## src/rtl/load_store_unit.sv

```systemverilog
// rtl/load_store_unit.sv - data-memory load/store stage with lane steering and load extension
module load_store_unit (
  input  logic        clk,
  input  logic        rst_n,
  input  logic        req_valid,
  input  logic        req_we,
  input  logic [2:0]  req_funct3,
  input  logic [31:0] req_addr,
  input  logic [31:0] req_wdata,
  output logic        stall,
  output logic        ld_valid,
  output logic [31:0] ld_data,
  output logic        err,
  output logic        mem_req,
  output logic        mem_we,
  output logic [31:0] mem_addr,
  output logic [31:0] mem_wdata,
  output logic [3:0]  mem_be,
  input  logic        mem_ready,
  input  logic [31:0] mem_rdata
);

  typedef enum logic [1:0] {IDLE, BUSY, RESP} state_t;

  state_t      state;
  logic [2:0]  lat_funct3;
  logic [1:0]  lat_off;
  logic        illegal;
  logic [3:0]  be_c;
  logic [31:0] wdata_c;
  logic [7:0]  ld_byte;
  logic [15:0] ld_half;
  logic [31:0] ld_ext;

  always_comb begin
    case (req_funct3)
      3'b000, 3'b100: illegal = 1'b0;
      3'b001, 3'b101: illegal = req_addr[0];
      3'b010:         illegal = |req_addr[1:0];
      default:        illegal = 1'b1;
    endcase
    // unsigned widths only exist for loads
    if (req_we && req_funct3[2]) illegal = 1'b1;
  end

  always_comb begin
    case (req_funct3[1:0])
      2'b00: begin
        be_c    = 4'b0001 << req_addr[1:0];
        wdata_c = {4{req_wdata[7:0]}};
      end
      2'b01: begin
        be_c    = req_addr[1] ? 4'b1100 : 4'b0011;
        wdata_c = {2{req_wdata[15:0]}};
      end
      default: begin
        be_c    = 4'b1111;
        wdata_c = req_wdata;
      end
    endcase
  end

  always_comb begin
    ld_byte = mem_rdata[{lat_off, 3'b000} +: 8];
    ld_half = lat_off[1] ? mem_rdata[31:16] : mem_rdata[15:0];
    case (lat_funct3)
      3'b000:  ld_ext = {{24{ld_byte[7]}}, ld_byte};
      3'b100:  ld_ext = {24'b0, ld_byte};
      3'b001:  ld_ext = {{16{ld_half[15]}}, ld_half};
      3'b101:  ld_ext = {16'b0, ld_half};
      default: ld_ext = mem_rdata;
    endcase
  end

  assign stall = ((state == IDLE) && req_valid) || (state == BUSY);

  always_ff @(posedge clk or negedge rst_n) begin
    if (!rst_n) begin
      state      <= IDLE;
      lat_funct3 <= 3'b000;
      lat_off    <= 2'b00;
      mem_req    <= 1'b0;
      mem_we     <= 1'b0;
      mem_addr   <= 32'h0;
      mem_wdata  <= 32'h0;
      mem_be     <= 4'b0000;
      ld_valid   <= 1'b0;
      ld_data    <= 32'h0;
      err        <= 1'b0;
    end else begin
      case (state)
        IDLE: begin
          if (req_valid) begin
            if (illegal) begin
              err   <= 1'b1;
              state <= RESP;
            end else begin
              lat_funct3 <= req_funct3;
              lat_off    <= req_addr[1:0];
              mem_req    <= 1'b1;
              mem_we     <= req_we;
              mem_addr   <= {req_addr[31:2], 2'b00};
              mem_wdata  <= wdata_c;
              mem_be     <= be_c;
              state      <= BUSY;
            end
          end
        end
        BUSY: begin
          if (mem_ready) begin
            mem_req <= 1'b0;
            state   <= RESP;
            if (!mem_we) begin
              ld_valid <= 1'b1;
              ld_data  <= ld_ext;
            end
          end
        end
        RESP: begin
          ld_valid <= 1'b0;
          err      <= 1'b0;
          state    <= IDLE;
        end
        default: state <= IDLE;
      endcase
    end
  end

endmodule

```

## config.mk

```make
export PLATFORM = sky130hd
export DESIGN_NAME = load_store_unit
export DESIGN_NICKNAME = d
export VERILOG_FILES = /design/src/rtl/load_store_unit.sv
export SDC_FILE = /design/constraint.sdc
export NUM_CORES = 1
export LEC_CHECK = 0
export CORE_ASPECT_RATIO = 1.2
export CORE_UTILIZATION = 55
export CTS_BUF_LIST = sky130_fd_sc_hd__clkbuf_16
export CTS_CLUSTER_SIZE = 16
export DETAILED_ROUTE_END_ITERATION = 10
export DONT_BUFFER_PORTS = 1
export HOLD_SLACK_MARGIN = 0.08
export PLACE_DENSITY = 0.7
export SYNTH_ARGS = -nofsm -noshare
export SYNTH_HDL_FRONTEND = slang
export SYNTH_SLANG_ARGS = --single-unit
```

## constraint.sdc

```tcl
create_clock -name clk -period 2.2 [get_ports clk]
set_input_delay 0.33 -clock clk [delete_from_list [all_inputs] [get_ports clk]]
set_output_delay 0.33 -clock clk [all_outputs]
set_load 0.005 [all_outputs]
```

==> run metrics <==
outcome complete, but fails checks; violated checks hold timing; global-route wire length before repair 17700 µm; Synth Warn # 0; Reg power frac 0.534; Primary FF master, synth dfrtp_1; CTS tree built; Tcrit/Tclk final 0.8249; total CTS buffers 9; register bit total from synthesis 109; post-DP HPWL 8190 µm; clock transition at the registers of the reported paths 70 ps; Die ar. 9665 µm²; CP max stage delay 560 ps; Tightest Pin Transition 634.8 ps; power share of the clock group 0.241; CP Data Required Time 2400 ps; Cell Chain, Critical Path nand2_1, or3_1, a211oi_4, a21oi_1; syn avg cell area 10.83 µm²; cts repair resizes 0; final cell count without fillers 586; crit end category register; die height 107.5 µm; VDD IR max 0.5357 mV; first-pass detailed-route iteration total 4; Layout Skew 4.368 ps; relative slew slack 0.5768; WL/cell 19.42 µm; total of max-cap violations 0; largest net degree at the start of global routing 110; CP bufs+invs 0; Psw 2155 µW; Critical Path AT 2020 ps; final setup margin 385.2 ps; Slew Limit Fails 0; Startpoint Class register; R2R setup slack 390 ps; static leakage 0.002522 µW; Power Density 1217 nW/µm²; clock latency on the worst-skew pair 340 ps; die width 89.92 µm; via count 3439; Initial Util 0.5647; Starting DRT DRC Count 153; Final Net Count 565; initial antenna violation count 0; Crit path max-delay family simple AND/OR/NAND/NOR gates; Routed Antenna Nets 0; final wirelength 11380 µm; # rows 38; Pint 4512 µW; IO Pins 209; share of cells above drive strength 1 0.1717; Area Growth Syn to Fin 7.407%; clk buf depth 2; core box area 9034 µm²; Pwr Total 6668 µW; sw frac 0.3232; Final Hold Viols 109; synthesized area 5101 µm²; largest fanout on the critical path 12; worst min path class in2async; commonest non-fill, non-tap cell in the layout dfrtp_1; fmax 551.0 MHz; clk sinks 109; total grt overflow 0; Post-synth EDFFs 0; H-Tree Depth 3; setup_tns 0 ps; # DRC 0; post-synthesis sequential area ratio 0.5347; RSZ-0062 raised after global routing no; dpl ws 405.9 ps; crit path time final 1815 ps; Post-CTS Setup Bufs 0; Post-synth ARST share 1.000; Clock Tree Root clkbuf_16; count of cell types in the netlist 37; number of global-route vias before repair 3492; Inst Count DP 570; I/O Buffers 0; commonest cells after routing, fill and taps aside dfrtp_1, nand2_1, o21ai_0; RD Place Congestion 0.8577; Setup-failing EPs final 0; CP max stage cell or3_1; drt via density 5.869; final hold slack -317.5 ps; combinational share of power 0.225; Syn Inst Count 471; All-Layer GR Usage 0.2362; Ant. Diodes 0; critical path class reg2reg
-- cells in the mapped netlist, types with 2 or more instances --
cell type / number / area share
nand3_1: 4 / 0.0039
mux2i_1: 30 / 0.059
nor2b_1: 5 / 0.0061
clkbuf_1: 13 / 0.0096
nand2b_1: 6 / 0.0074
buf_2: 11 / 0.011
mux2_4: 29 / 0.085
a21o_1: 4 / 0.0059
nand3b_1: 8 / 0.012
buf_4: 4 / 0.0059
buf_6: 3 / 0.0066
o21ai_0: 47 / 0.046
nand2_1: 66 / 0.049
inv_1: 7 / 0.0052
a21oi_1: 45 / 0.044
dfrtp_1: 109 / 0.53
nor3_1: 2 / 0.0020
nor2_1: 39 / 0.029
a221oi_1: 2 / 0.0034
mux2_2: 20 / 0.044
-- registers in the layout, indices dropped and copies added (netlist names) --
signal,cells
ld_data,32
err,1
mem_req,1
lat_funct3,3
mem_be,4
lat_off,2
mem_wdata,32
mem_we,1
ld_valid,1
state,2
mem_addr,30
-- area by class of cell --
cell class / count / area (µm²)
clock buffer: 9 / 225.2
clock inverter: 7 / 75.07
fill: 762 / 3555
inverter: 7 / 26.28
multi-input combinational: 325 / 2195
sequential: 109 / 2728
tap: 120 / 150.1
timing repair buffer: 9 / 80.08
-- cells by family after synthesis --
kind of cell | share of synthesized area
AOI/OAI and AO/OA | 0.1160
other | 0.0007351
buffers and inverters | 0.03802
and+or+nand+nor | 0.1177
DFF | 0.5347
muxes | 0.1928
-- metrics by stage --
step / utilization / cell area, µm² / hold WS, ps
floorplan: - / 5105 / 34.41
global placement: 0.5733 / 5179 / 36.43
detailed placement: 0.5733 / 5179 / 36.38
CTS: 0.6065 / 5479 / -328.6
global route: 0.6065 / 5479 / -338.7
finish: 0.6065 / 5479 / -317.5
-- worst paths after layout --
| check | start | to | cells after the start |
|---|---|---|---|
| worst max-delay path | state[0]$_DFFE_PN0P_ | ld_data[12]$_DFFE_PN0P_ | 4 |
| worst min-delay path | rst_n | ld_data[26]$_DFFE_PN0P_ | 0 |
| worst max register to register | state[0]$_DFFE_PN0P_ | ld_data[12]$_DFFE_PN0P_ | 4 |
| worst min register to register | ld_data[5]$_DFFE_PN0P_ | ld_data[5]$_DFFE_PN0P_ | 2 |
| max in group asynchronous | rst_n | lat_off[0]$_DFFE_PN0P_ | 0 |
| min in group clk | mem_ready | state[0]$_DFFE_PN0P_ | 1 |
-- power by group through the flow --
stage / logic, µW / clock network (µW) / registers [µW]
floorplan: 1340 / 0 / 3330
global placement: 1430 / 0 / 3580
detailed placement: 1520 / 0 / 3600
CTS: 1510 / 1650 / 3580
global route: 1690 / 1720 / 3660
finish: 1500 / 1610 / 3560
-- layer usage --
| metal | share of wire | track usage | wire, µm | vias to the layer above |
|---|---|---|---|---|
| met4 | 0.018 | 0.09332 | 202 | 0 |
| met3 | 0.096 | 0.08263 | 1094 | 17 |
| li1 | - | - | - | 1594 |
| met1 | 0.37 | 0.2640 | 4265 | 1686 |
| met2 | 0.51 | 0.4148 | 5821 | 142 |
| met5 | 0 | 0 | 0 | - |
No activity file was read; power rests on OpenSTA's default activity.
